--- src/rtl/fifo_burst_reader.sv ---
// Burst consumer for the read side of a dual-clock FIFO: pops fixed-size bursts and replays them as a valid/ready stream.
// Optional macro FIFO_RD_FLUSH_EN: flush a partial burst after TIMEOUT idle cycles in WAIT.
//
//   state   | meaning
//   --------+------------------------------------------------------------
//   S_IDLE  | FIFO read side in reset, no pops
//   S_WAIT  | waiting for a full burst (or a flush timeout) in the FIFO
//   S_READ  | issuing pops, throttled by output buffer space
//   S_DRAIN | all pops issued, waiting for the last beat to be accepted

module fifo_burst_reader #(
    parameter int DW        = 8,
    parameter int CW        = 8,
    parameter int BURST_LEN = 16,
    parameter int TIMEOUT   = 255
) (
    input  logic          rd_clk,
    input  logic          rst,
    input  logic [DW-1:0] fifo_dout,
    input  logic          fifo_empty,
    input  logic [CW-1:0] fifo_rd_data_count,
    input  logic          fifo_rd_rst_busy,
    output logic          fifo_rd_en,
    output logic [DW-1:0] m_data,
    output logic          m_valid,
    input  logic          m_ready,
    output logic          m_last,
    output logic          burst_done
);

    localparam int            LW      = $clog2(BURST_LEN + 1);
    localparam logic [LW-1:0] BURST_L = LW'(BURST_LEN);
    localparam logic [CW-1:0] BURST_C = CW'(BURST_LEN);

    typedef enum logic [1:0] {S_IDLE, S_WAIT, S_READ, S_DRAIN} state_t;

    state_t        state, state_nxt;
    logic [LW-1:0] len_q, issued, delivered, len_start;
    logic          inflight;
    logic [DW-1:0] buf_mem [3];
    logic [1:0]    wr_ptr, rd_ptr, buf_cnt;
    logic [2:0]    occ;
    logic          beat_acc, last_acc, start_full, start_flush, enter_read;
    logic          burst_done_q;

    function automatic logic [1:0] ptr_inc(input logic [1:0] p);
        return (p == 2'd2) ? 2'd0 : p + 2'd1;
    endfunction

    assign occ        = {1'b0, buf_cnt} + {2'b00, inflight};
    assign beat_acc   = m_valid && m_ready;
    assign last_acc   = m_last && m_ready;
    assign start_full = (state == S_WAIT) && (fifo_rd_data_count >= BURST_C);
    assign enter_read = (state == S_WAIT) && (state_nxt == S_READ);

`ifdef FIFO_RD_FLUSH_EN
    localparam int            TW  = (TIMEOUT > 1) ? $clog2(TIMEOUT + 1) : 1;
    localparam logic [TW-1:0] TMO = TW'(TIMEOUT);

    logic [TW-1:0] idle_left;
    logic          idle_cond;

    assign idle_cond   = (state == S_WAIT) && (fifo_rd_data_count != '0)
                         && (fifo_rd_data_count < BURST_C);
    // Terminal count of 1 means this cycle is the TIMEOUT-th idle cycle.
    assign start_flush = idle_cond && (idle_left == TW'(1));
    assign len_start   = start_full ? BURST_L : LW'(fifo_rd_data_count);

    always_ff @(posedge rd_clk) begin
        if (rst || !idle_cond || (state_nxt != S_WAIT)) idle_left <= TMO;
        else                                             idle_left <= idle_left - 1'b1;
    end
`else
    assign start_flush = 1'b0;
    assign len_start   = BURST_L;
`endif

    always_ff @(posedge rd_clk) begin
        if (rst) state <= S_IDLE;
        else     state <= state_nxt;
    end

    always_comb begin
        state_nxt = state;
        if (fifo_rd_rst_busy) begin
            state_nxt = S_IDLE;
        end else begin
            case (state)
                S_IDLE:  state_nxt = S_WAIT;
                S_WAIT:  if (start_full || start_flush) state_nxt = S_READ;
                S_READ:  if (fifo_rd_en && (issued == len_q - 1'b1)) state_nxt = S_DRAIN;
                S_DRAIN: if (last_acc) state_nxt = S_WAIT;
                default: state_nxt = S_IDLE;
            endcase
        end
    end

    // Pop gating uses only registered occupancy, so m_ready never reaches fifo_rd_en.
    always_comb begin
        fifo_rd_en = 1'b0;
        if ((state == S_READ) && !fifo_empty && !fifo_rd_rst_busy
            && (occ < 3'd3) && (issued < len_q))
            fifo_rd_en = 1'b1;
        m_valid    = (buf_cnt != 2'd0);
        m_data     = buf_mem[rd_ptr];
        m_last     = m_valid && (delivered == len_q - 1'b1);
        burst_done = burst_done_q;
    end

    always_ff @(posedge rd_clk) begin
        if (rst) begin
            inflight     <= 1'b0;
            wr_ptr       <= 2'd0;
            rd_ptr       <= 2'd0;
            buf_cnt      <= 2'd0;
            issued       <= '0;
            delivered    <= '0;
            len_q        <= '0;
            burst_done_q <= 1'b0;
            for (int i = 0; i < 3; i++) buf_mem[i] <= '0;
        end else begin
            burst_done_q <= (state == S_DRAIN) && last_acc && !fifo_rd_rst_busy;

            if (fifo_rd_rst_busy) begin
                inflight <= 1'b0;
                wr_ptr   <= 2'd0;
                rd_ptr   <= 2'd0;
                buf_cnt  <= 2'd0;
            end else begin
                inflight <= fifo_rd_en;
                if (inflight) begin
                    buf_mem[wr_ptr] <= fifo_dout;
                    wr_ptr          <= ptr_inc(wr_ptr);
                end
                if (beat_acc) rd_ptr <= ptr_inc(rd_ptr);
                case ({inflight, beat_acc})
                    2'b10:   buf_cnt <= buf_cnt + 2'd1;
                    2'b01:   buf_cnt <= buf_cnt - 2'd1;
                    default: buf_cnt <= buf_cnt;
                endcase
            end

            if (enter_read) begin
                len_q     <= len_start;
                issued    <= '0;
                delivered <= '0;
            end else begin
                if (fifo_rd_en) issued    <= issued + 1'b1;
                if (beat_acc)   delivered <= delivered + 1'b1;
            end
        end
    end

endmodule

--- config.mk ---
export PLATFORM = sky130hd
export DESIGN_NAME = fifo_burst_reader
export DESIGN_NICKNAME = d
export VERILOG_FILES = /design/src/rtl/fifo_burst_reader.sv
export SDC_FILE = /design/constraint.sdc
export NUM_CORES = 1
export LEC_CHECK = 0
export BUFFER_PORTS_ARGS = -buffer_cell sky130_fd_sc_hd__buf_2
export CAP_MARGIN = 20
export CELL_PAD_IN_SITES_DETAIL_PLACEMENT = 0
export CELL_PAD_IN_SITES_GLOBAL_PLACEMENT = 1
export CORE_UTILIZATION = 35
export DETAILED_ROUTE_END_ITERATION = 8
export PLACE_DENSITY = 0.68
export SETUP_SLACK_MARGIN = 0.1
export SLEW_MARGIN = 5
export SYNTH_ARGS = -nofsm -noshare
export SYNTH_HDL_FRONTEND = slang
export SYNTH_SLANG_ARGS = --single-unit
--- constraint.sdc ---
create_clock -name rd_clk -period 2.3 [get_ports rd_clk]
set_clock_uncertainty 0.1 [all_clocks]
set_input_delay 0.345 -clock rd_clk [delete_from_list [all_inputs] [get_ports rd_clk]]
set_output_delay 0.345 -clock rd_clk [all_outputs]
set_load 0.02 [all_outputs]
==> flow_metrics.env, run 1 <==
export IMPL_status="finished with violations"
export IMPL_failed_checks="setup timing"
export IMPL_drive_above_1_share_pct=30.96
export IMPL_dp_hpwl_mm=3.241
export IMPL_cts_tree="built"
export IMPL_tightest_slew_ns=0.4552
export IMPL_yosysSeqAreaShare_pct=57.23
export IMPL_coreArea_sq_mm=0.006832
export IMPL_via_per_inst=4.707
export IMPL_antenna_cells=0
export IMPL_power_mw=1.670
export IMPL_regArea_sq_mm=0.001424
export IMPL_ctsHoldBuffers=0
export IMPL_grt_max_degree=17
export IMPL_io_buffer_count=28
export IMPL_p_leak_nw=1.067
export IMPL_relSlewSlack_pct=69.65
export IMPL_cts_htree_levels=2
export IMPL_drv_cap=0
export IMPL_dieArea_sq_mm=0.007437
export IMPL_synth_top_area_share_pct=38.69
export IMPL_gr_total_overflow=0
export IMPL_start_util_pct=36.36
export IMPL_final_hold_viol_count=0
export IMPL_crit_chain="ha_2 > ha_2 > or4b_4 > or3_4 > inv_4 > buf_6"
export IMPL_detail_route_first_pass_iterations=4
export IMPL_yosys_area_top_type="edfxtp_1"
export IMPL_fin_area_sq_mm=0.002908
export IMPL_finalSetupViolCount=1
export IMPL_async_flop_share_pct=0
export IMPL_n_fill_cell=676
export IMPL_die_height_microns=86.24
export IMPL_areaGrowthSynthToFinish_pct=17.08
export IMPL_drt_iter0_markers=51
export IMPL_cp_num_buf_inv=2
export IMPL_synth_edf_count=32
export IMPL_ioPinCount=33
export IMPL_startpoint_type="flip-flop"
export IMPL_drt_drc_violations_left=0
export IMPL_grt_pass1_wl_mm=7.548
export IMPL_clockRootBuffer="clkbuf_8"
export IMPL_cp_common_cell="ha_2"
export IMPL_slowest_stage="or4b_4"
export IMPL_place_inst=326
export IMPL_peakVddDrop_mv=0.2062
export IMPL_num_vias=1577
export IMPL_finalNetCount=265
export IMPL_syn_avg_cell_area_sq_um=12.36
export IMPL_synth_seq_cells=55
export IMPL_place_area_sq_mm=0.002790
export IMPL_arrival_ns=1.96
export IMPL_endpoint_kind="primary output"
export IMPL_grt_pass1_vias=1557
export IMPL_period_share_pct=104.6
export IMPL_yosys_top_cells_count="32 x edfxtp_1, 25 x and2_1, 23 x dfxtp_1"
export IMPL_cts_clk_slew_worst_paths_ns=0.09
export IMPL_cts_buffer_depth=2
export IMPL_die_w_microns=86.24
export IMPL_slowest_delay_ns=0.48
export IMPL_finalCriticalPeriod_ns=2.405
export IMPL_setup_ws_ns=-0.1048
export IMPL_fmax_mhz=415.8
export IMPL_yosys_top_cells_area="edfxtp_1 39%, dfxtp_1 19%, mux4_2 7.3%, and2_1 6.3%, ha_1 3.0%"
export IMPL_fin_hold_ws_ns=0.1426
export IMPL_hold_class="input port to flip-flop"
export IMPL_rsz0062_at_grt="yes"
export IMPL_worstPathMaxFanout=2
export IMPL_cts_made_buffers=5
export IMPL_ys_warnings_count=0
export IMPL_rows=30
export IMPL_cts_sinks=55
export IMPL_antenna_found_initial=0
export IMPL_synth_main_ff_cell="edfxtp_1"
export IMPL_grt_use_total_pct=13.52
export IMPL_synth_area_sq_mm=0.002484
export IMPL_gp_congestion=0.6833
export IMPL_wl_per_cell_microns=13.97
export IMPL_yosysUniqueCellTypes=38
export IMPL_cp_data_required_time_ns=1.86
export IMPL_final_max_slew_viol_count=0
export IMPL_syn_inst=201
export IMPL_path_class="flip-flop to primary output"
export IMPL_synth_nets=228
export IMPL_finalNonFillerCells=335
export IMPL_antenna_left=0
export IMPL_synth_most_common_cell="edfxtp_1"
export IMPL_crit_family="simple AND/OR/NAND/NOR gates"
export IMPL_postLayoutCoreUtil_pct=42.56
export IMPL_wl_mm=4.680
export IMPL_multi_input_area_sq_mm=0.001006
export IMPL_insertion_delay_ns=0.30
export IMPL_cellPowerDensity_mw_per_mm2=574.5
[area by class of cell]
type | instances | area share [%]
clock buffer | 6 | 2.496
clock inverter | 2 | 0.4303
inverter | 7 | 0.9897
multi-input combinational | 128 | 34.60
sequential | 55 | 48.97
tap | 96 | 4.131
timing repair buffer | 41 | 8.391
[stage by stage]
stage	setup TNS, ns	setup WS (ns)
after floorplan	0	0.1255
after global placement	0	0.1323
after detailed placement	0	0.1296
after CTS	-0.1900	-0.1900
after global routing	-0.1705	-0.1705
final	-0.1048	-0.1048
[registers in the layout, summed over array words and instances (netlist names), named ones only]
name	cells
inflight	1
len_q	1
wr_ptr	2
rd_ptr	2
buf_cnt	2
burst_done	1
delivered	5
buf_mem	32
state	2
issued	5
[worst reg2reg max path: stages, from the launching register on]
cell,delay (ns)
dfxtp_2,0.33
ha_2,0.17
ha_2,0.16
or4b_4,0.48
buf_4,0.17
or4b_4,0.54
a21oi_2,0.12
[per-layer routing]
layer  share of wire [%]  up-vias  track usage, %
li1                    -      804               -
met5                   0        -               0
met1                  48      738           17.72
met4                 1.4        0           5.000
met2                  47       30           22.01
met3                 3.7        5           3.048
[cell families (layout without fill, tap and decap cells)]
group | count (synthesis) | after routing | synth area share, %
buffers and inverters | 18 | 56 | 3.023
DFF | 55 | 55 | 57.23
and+or+nand+nor | 76 | 76 | 18.39
AOI/OAI and AO/OA | 29 | 29 | 7.708
xor gates and xnor gates | 5 | 5 | 1.764
muxes | 12 | 12 | 8.866
adders and majority gates | 6 | 6 | 3.023
[cell usage in the layout (no fill, tap or decap), types with 2 or more instances in the layout]
| master | n |
|---|---|
| nor4_1 | 4 |
| nand2_1 | 5 |
| nor2_1 | 12 |
| buf_4 | 13 |
| xnor2_1 | 2 |
| dfxtp_1 | 21 |
| o41ai_2 | 2 |
| dfxtp_2 | 2 |
| inv_1 | 6 |
| and4_1 | 2 |
| and2_1 | 25 |
| ha_1 | 4 |
| nand2b_1 | 2 |
| ha_2 | 2 |
| buf_2 | 27 |
| o31ai_1 | 2 |
| edfxtp_1 | 32 |
| nand3_1 | 4 |
| or2_2 | 5 |
| o21ai_0 | 10 |
| o211ai_1 | 2 |
| a21oi_1 | 9 |
| mux2i_1 | 4 |
| or3_1 | 4 |
| mux4_2 | 8 |
| clkbuf_8 | 5 |
| xor2_1 | 3 |
| nor2b_1 | 4 |
| or4b_4 | 2 |
[power breakdown]
part | switching [mW] | total (mW) | leakage, nW | internal, mW
Combinational | 0.0504 | 0.0858 | 0.520 | 0.0354
Sequential | 0.00597 | 1.06 | 0.506 | 1.05
Clock | 0.311 | 0.525 | 0.0412 | 0.214
[final timing paths]
kind         slack [ns]  cells past startpoint         start            end
min                0.14                      1  fifo_dout[6]  buf_mem[3][6]
max reg2reg        0.18                      6      inflight      issued[1]
min reg2reg        0.38                      2     rd_ptr[1]      flip-flop
max               -0.10                      6      inflight     fifo_rd_en
[what timing repair did]
action                                  4_1_cts  5_1_grt
gates cloned                                  0        0
endpoints found under the setup margin        1        2
buffers inserted                              1        0
pin swaps                                     2        1
gates resized for setup                       4        3
Note: power is estimated with default switching activity, not from simulation.
==> run 2, diff against run 1 <==
==> constraint.sdc (replaced) <==
create_clock -name rd_clk -period 2.3 [get_ports rd_clk]
set_clock_uncertainty 0.1 [all_clocks]
set_input_delay 0.345 -clock rd_clk [delete_from_list [all_inputs] [get_ports rd_clk]]
set_output_delay 0.345 -clock rd_clk [all_outputs]
set_load 0.1 [all_outputs]
==> run 2 against run 1 <==
Effect of this change: the run still ends with setup timing left; utilization grew 0.59 points; non-clock buffer count shrank 1; total power grew 3.4%; critical path depth is the same; critical endpoint unchanged; largest cell class unchanged; highest routed layer unchanged.
==> flow_metrics.env, run 2 (synthesized netlist as in run 1, its figures left out) <==
export IMPL_dieArea_sq_mm=0.007437
export IMPL_drv_cap=0
export IMPL_startpoint="buf_cnt[0]"
export IMPL_r2r_cells=6
export IMPL_via_per_inst=4.814
export IMPL_failed_checks="setup timing"
export IMPL_fmax_mhz=393.8
export IMPL_worstPathMaxFanout=3
export IMPL_detail_route_first_pass_iterations=4
export IMPL_crit_family="simple AND/OR/NAND/NOR gates"
export IMPL_relSlewSlack_pct=56.84
export IMPL_die_height_microns=86.24
export IMPL_postLayoutCoreUtil_pct=43.15
export IMPL_gr_total_overflow=0
export IMPL_ioPinCount=33
export IMPL_drt_drc_violations_left=0
export IMPL_hold_class="input port to flip-flop"
export IMPL_die_w_microns=86.24
export IMPL_slowest_delay_ns=0.48
export IMPL_final_common_cell="edfxtp_1"
export IMPL_largest_reg_flops=32
export IMPL_num_vias=1608
export IMPL_gp_congestion=0.7245
export IMPL_grt_use_total_pct=14.08
export IMPL_status="finished with violations"
export IMPL_drt_iter0_markers=70
export IMPL_peakVddDrop_mv=0.1972
export IMPL_ctsHoldBuffers=0
export IMPL_grt_max_degree=18
export IMPL_slowest_stage="or4b_4"
export IMPL_antenna_found_initial=0
export IMPL_finalSetupTns_ns=-0.2395
export IMPL_p_clk_share_pct=32.0
export IMPL_clockRootBuffer="clkbuf_8"
export IMPL_endpoint_kind="primary output"
export IMPL_top_register="buf_mem"
export IMPL_cp_data_required_time_ns=1.86
export IMPL_regArea_sq_mm=0.001426
export IMPL_tightest_slew_ns=0.6461
export IMPL_cts_made_buffers=5
export IMPL_rsz0062_at_grt="yes"
export IMPL_antenna_cells=0
export IMPL_netSwitchingFraction_pct=24.36
export IMPL_finalSetupViolCount=1
export IMPL_cts_htree_levels=2
export IMPL_grt_pass1_vias=1574
export IMPL_cellPowerDensity_mw_per_mm2=586.1
export IMPL_wl_per_cell_microns=14.03
export IMPL_p_leak_nw=1.059
export IMPL_finalNonFillerCells=334
export IMPL_coreArea_sq_mm=0.006832
export IMPL_dp_hpwl_mm=3.283
export IMPL_arrival_ns=2.09
export IMPL_hp_start="fifo_dout[2]"
export IMPL_cp_common_cell="ha_4"
export IMPL_post_cts_buffers=0
export IMPL_cts_clk_slew_worst_paths_ns=0.10
export IMPL_crit_chain="ha_4 > ha_4 > or4b_4 > or3_4 > clkinvlp_4 > buf_12"
export IMPL_setup_ws_ns=-0.2395
export IMPL_place_inst=326
export IMPL_cts_buffer_depth=2
export IMPL_cts_tree="built"
export IMPL_rr_startpoint="buf_cnt[0]"
export IMPL_power_mw=1.728
export IMPL_finalNetCount=264
export IMPL_hold_path_depth=1
export IMPL_drive_above_1_share_pct=30.25
export IMPL_startpoint_type="flip-flop"
export IMPL_final_max_slew_viol_count=0
export IMPL_antenna_left=0
export IMPL_cp_num_buf_inv=2
export IMPL_p_int_mw=1.307
export IMPL_p_sw_mw=0.4209
export IMPL_final_hold_viol_count=0
export IMPL_cp_depth=6
export IMPL_rows=30
export IMPL_layout_common_cells="32 x edfxtp_1, 25 x and2_1, 24 x buf_2"
export IMPL_io_buffer_count=28
export IMPL_grt_pass1_wl_mm=7.748
export IMPL_finalCriticalPeriod_ns=2.540
export IMPL_insertion_delay_ns=0.31
export IMPL_wl_mm=4.685
export IMPL_areaGrowthSynthToFinish_pct=18.69
export IMPL_start_util_pct=36.36
export IMPL_cts_sinks=55
export IMPL_period_share_pct=110.4
export IMPL_path_class="flip-flop to primary output"
export IMPL_seqPwrFrac_pct=61.3
export IMPL_comb_power_share_pct=6.7
export IMPL_top_regs="buf_mem (32), delivered (5), issued (5)"
export IMPL_multi_input_area_sq_mm=0.001026
export IMPL_n_fill_cell=667
-- run 2: cell types whose count changed in the layout (fill, tap and decap cells not counted), sizes merged --
cell / change
clkinvlp: +1
clkbuf: +2
buf: -3
clkinv: -1
-- run 2: repair_timing --
item / in CTS / in global routing
endpoints found under the setup margin: 2 / 5
resized for setup: 3 / 4
pin swaps: 0 / 0
-- run 2: area by class of cell --
class | instances | area share, %
flip-flops and latches | 55 | 48.39
multi-input cells | 128 | 34.80
repair buffers | 40 | 8.701
well taps | 96 | 4.075
clock buffers | 6 | 2.462
inverters | 7 | 1.019
clock inverters | 2 | 0.5518
-- run 2: power by group through the flow --
stage               sequential (mW)  clock, mW  combinational [mW]
detailed placement             1.08          0               0.116
global placement               1.08          0               0.114
floorplan                      1.08          0              0.0778
finish                         1.06      0.554               0.115
CTS                            1.06      0.566               0.116
global route                   1.06      0.607               0.124
-- run 2: metrics by stage --
stage	cell area (sq um)	setup WS, ns	hold WS, ns
6_report	2948	-0.2395	0.1336
5_1_grt	2948	-0.3192	0.1215
4_1_cts	2933	-0.2523	0.1283
3_5_place_dp	2829	0.08237	0.3796
3_3_place_gp	2829	0.08697	0.3695
2_1_floorplan	2512	-0.1077	0.3439
-- run 2: path summary, 6_finish.rpt --
| path | to | slack, ns |
|---|---|---|
| worst max register to register | issued[1] | 0.18 |
| worst max-delay path | fifo_rd_en | -0.24 |
| worst min register to register | delivered[1] | 0.39 |
| worst min-delay path | buf_mem[3][2] | 0.13 |
-- run 2: layer usage --
metal / GRT usage [%] / wire length [microns]
met2: 24.39 / 2312
met3: 4.095 / 184
met1: 17.23 / 2138
met5: 0 / 0
met4: 3.636 / 48
==> run 3, diff against run 2 <==
--- a/config.mk
+++ b/config.mk
@@ -11,7 +11,9 @@
 export CELL_PAD_IN_SITES_GLOBAL_PLACEMENT = 1
 export CORE_UTILIZATION = 35
 export DETAILED_ROUTE_END_ITERATION = 8
-export PLACE_DENSITY = 0.68
+export PLACE_DENSITY = 0.66
+export RECOVER_POWER = 100
+export REMOVE_ABC_BUFFERS = 1
 export SETUP_SLACK_MARGIN = 0.1
 export SLEW_MARGIN = 5
 export SYNTH_ARGS = -nofsm -noshare
==> constraint.sdc (replaced) <==
create_clock -name rd_clk -period 2.76 [get_ports rd_clk]
set_clock_uncertainty 0.1 [all_clocks]
set_input_delay 0.414 -clock rd_clk [delete_from_list [all_inputs] [get_ports rd_clk]]
set_output_delay 0.414 -clock rd_clk [all_outputs]
set_load 0.1 [all_outputs]
==> run 3 against run 2 <==
Effect of this change: the run now ends clean; critical path depth unchanged; total power fell by 16%; register-to-register slack gained 0.35 ns; design area decreased by 4.5%; non-clock buffer count is 5 lower; largest cell class unchanged; largest power group unchanged; highest routed layer unchanged.
==> flow_metrics.env, run 3 (synthesized netlist as in run 1, its figures left out) <==
export IMPL_fin_area_sq_mm=0.002814
export IMPL_cp_common_cell="ha_1"
export IMPL_met3_usage_pct=2.952
export IMPL_antenna_cells=0
export IMPL_met1_usage_pct=18.04
export IMPL_largest_reg_flops=32
export IMPL_coreArea_sq_mm=0.006832
export IMPL_cts_made_buffers=5
export IMPL_fmax_mhz=378.2
export IMPL_arrival_ns=2.13
export IMPL_via_per_inst=4.845
export IMPL_cts_clk_slew_worst_paths_ns=0.11
export IMPL_wl_per_cell_microns=13.87
export IMPL_detail_route_first_pass_iterations=4
export IMPL_startpoint_type="flip-flop"
export IMPL_path_class="flip-flop to primary output"
export IMPL_grt_pass1_vias=1553
export IMPL_dp_hpwl_mm=3.139
export IMPL_rsz0062_at_grt="yes"
export IMPL_regToRegEndpoint="state[0]"
export IMPL_cts_buffer_depth=2
export IMPL_top_register="buf_mem"
export IMPL_io_buffer_count=28
export IMPL_drt_iter0_markers=49
export IMPL_use_met2_pct=22.73
export IMPL_finalNetCount=259
export IMPL_final_common_cell="edfxtp_1"
export IMPL_relSlewSlack_pct=23.31
export IMPL_place_area_sq_mm=0.002733
export IMPL_drv_cap=0
export IMPL_final_max_slew_viol_count=0
export IMPL_crit_family="simple AND/OR/NAND/NOR gates"
export IMPL_grt_pass1_wl_mm=7.728
export IMPL_slowest_delay_ns=0.51
export IMPL_num_vias=1594
export IMPL_clockRootBuffer="clkbuf_8"
export IMPL_cp_depth=6
export IMPL_cts_htree_levels=2
export IMPL_gr_total_overflow=0
export IMPL_antenna_left=0
export IMPL_areaGrowthSynthToFinish_pct=13.30
export IMPL_crit_path_end="fifo_rd_en"
export IMPL_hold_class="input port to flip-flop"
export IMPL_r2r_cells=6
export IMPL_cp_data_required_time_ns=2.25
export IMPL_n_fill_cell=681
export IMPL_startpoint="inflight"
export IMPL_wl_mm=4.564
export IMPL_insertion_delay_ns=0.31
export IMPL_dieArea_sq_mm=0.007437
export IMPL_cp_num_buf_inv=2
export IMPL_start_util_pct=36.36
export IMPL_ioPinCount=33
export IMPL_top_regs="buf_mem (32), delivered (5), issued (5)"
export IMPL_finalSetupTns_ns=0
export IMPL_antenna_found_initial=0
export IMPL_endpoint_kind="primary output"
export IMPL_rr_startpoint="inflight"
export IMPL_final_hold_viol_count=0
export IMPL_regToRegSetupSlack_ns=0.53
export IMPL_status="completed"
export IMPL_grt_busiest_layer="met2"
export IMPL_rows=30
export IMPL_finalCriticalPeriod_ns=2.644
export IMPL_worstPathMaxFanout=2
export IMPL_die_w_microns=86.24
export IMPL_peakVddDrop_mv=0.2010
export IMPL_p_leak_nw=0.9714
export IMPL_slowest_stage="or4b_4"
export IMPL_period_share_pct=95.80
export IMPL_finalSetupViolCount=0
export IMPL_die_height_microns=86.24
export IMPL_layout_common_cells="32 x edfxtp_1, 23 x dfxtp_1, 16 x and2_1, 16 x clkbuf_1, 12 x nor2_1"
export IMPL_grt_use_total_pct=13.45
export IMPL_gp_congestion=0.6728
export IMPL_crit_chain="ha_1 > ha_1 > or4b_4 > or3_4 > inv_4 > buf_12"
export IMPL_ctsHoldBuffers=0
export IMPL_tightest_slew_ns=1.155
export IMPL_hold_path_depth=1
export IMPL_cellPowerDensity_mw_per_mm2=516.1
export IMPL_cts_sinks=55
export IMPL_cts_tree="built"
export IMPL_drt_drc_violations_left=0
export IMPL_drive_above_1_share_pct=17.60
export IMPL_grt_max_degree=20
run 3: changes by cell type in the layout (fill, tap and decap cells not counted), sizes merged:
cell,previous run,this run
buf,38,10
clkbuf,8,30
clkinvlp,2,1
inv,7,9
run 3: how the worst min path moves through the flow:
stage | startpoint | endpoint
floorplan | delivered[1] | delivered[1]
global placement | delivered[1] | delivered[1]
detailed placement | delivered[1] | delivered[1]
CTS | fifo_dout[4] | buf_mem[3][4]
global route | fifo_dout[7] | buf_mem[3][7]
finish | fifo_dout[4] | buf_mem[3][4]
run 3: routing by layer:
| metal | up-vias | part of all wire [%] |
|---|---|---|
| li1 | 789 | - |
| met1 | 773 | 48 |
| met2 | 30 | 49 |
| met3 | 2 | 3.1 |
| met4 | 0 | 0.22 |
| met5 | - | 0 |
run 3: worst register-to-register path, stage by stage, from the launching register on:
cell     delay (ns)
dfxtp_1        0.34
ha_1           0.19
ha_1           0.18
or4b_4         0.51
or3_4          0.36
buf_4          0.15
o41ai_1        0.30
run 3: stage by stage:
stage | hold WS (ns) | worst slack, ns | total power [mW] | instances | util (%)
after CTS | 0.2058 | 0.1195 | 1.473 | 329 | 42.03
final | 0.2493 | 0.1161 | 1.452 | 329 | 41.19
after global placement | 0.3664 | 0.2541 | 0.9967 | 317 | 40.00
after floorplan | 0.3536 | -0.05663 | 0.9624 | 190 | -
after detailed placement | 0.3706 | 0.2447 | 0.9979 | 317 | 40.00
after global routing | 0.2463 | 0.03737 | 1.508 | 329 | 41.19
run 3: where the power goes:
group          switching [mW]  total, mW  internal, mW
registers             0.00503      0.884         0.879
logic                  0.0665     0.0892        0.0227
clock network           0.291      0.480         0.189
total                   0.362       1.45          1.09
run 3: layout make-up:
cell class / count / area [sq um] / area share [%]
sequential: 55 / 1421 / 50.51
multi-input combinational: 128 / 972.2 / 34.55
timing repair buffer: 35 / 175.2 / 6.225
tap: 96 / 120.1 / 4.269
clock buffer: 5 / 68.82 / 2.446
inverter: 7 / 28.78 / 1.023
clock inverter: 3 / 27.53 / 0.9782
run 3: what timing repair did:
item / in CTS / in global routing
cloned: 0 / 0
setup buffers: 4 / 0
gates resized for setup: 7 / 1
pin swaps: 2 / 0
endpoints found under the setup margin: 1 / 1
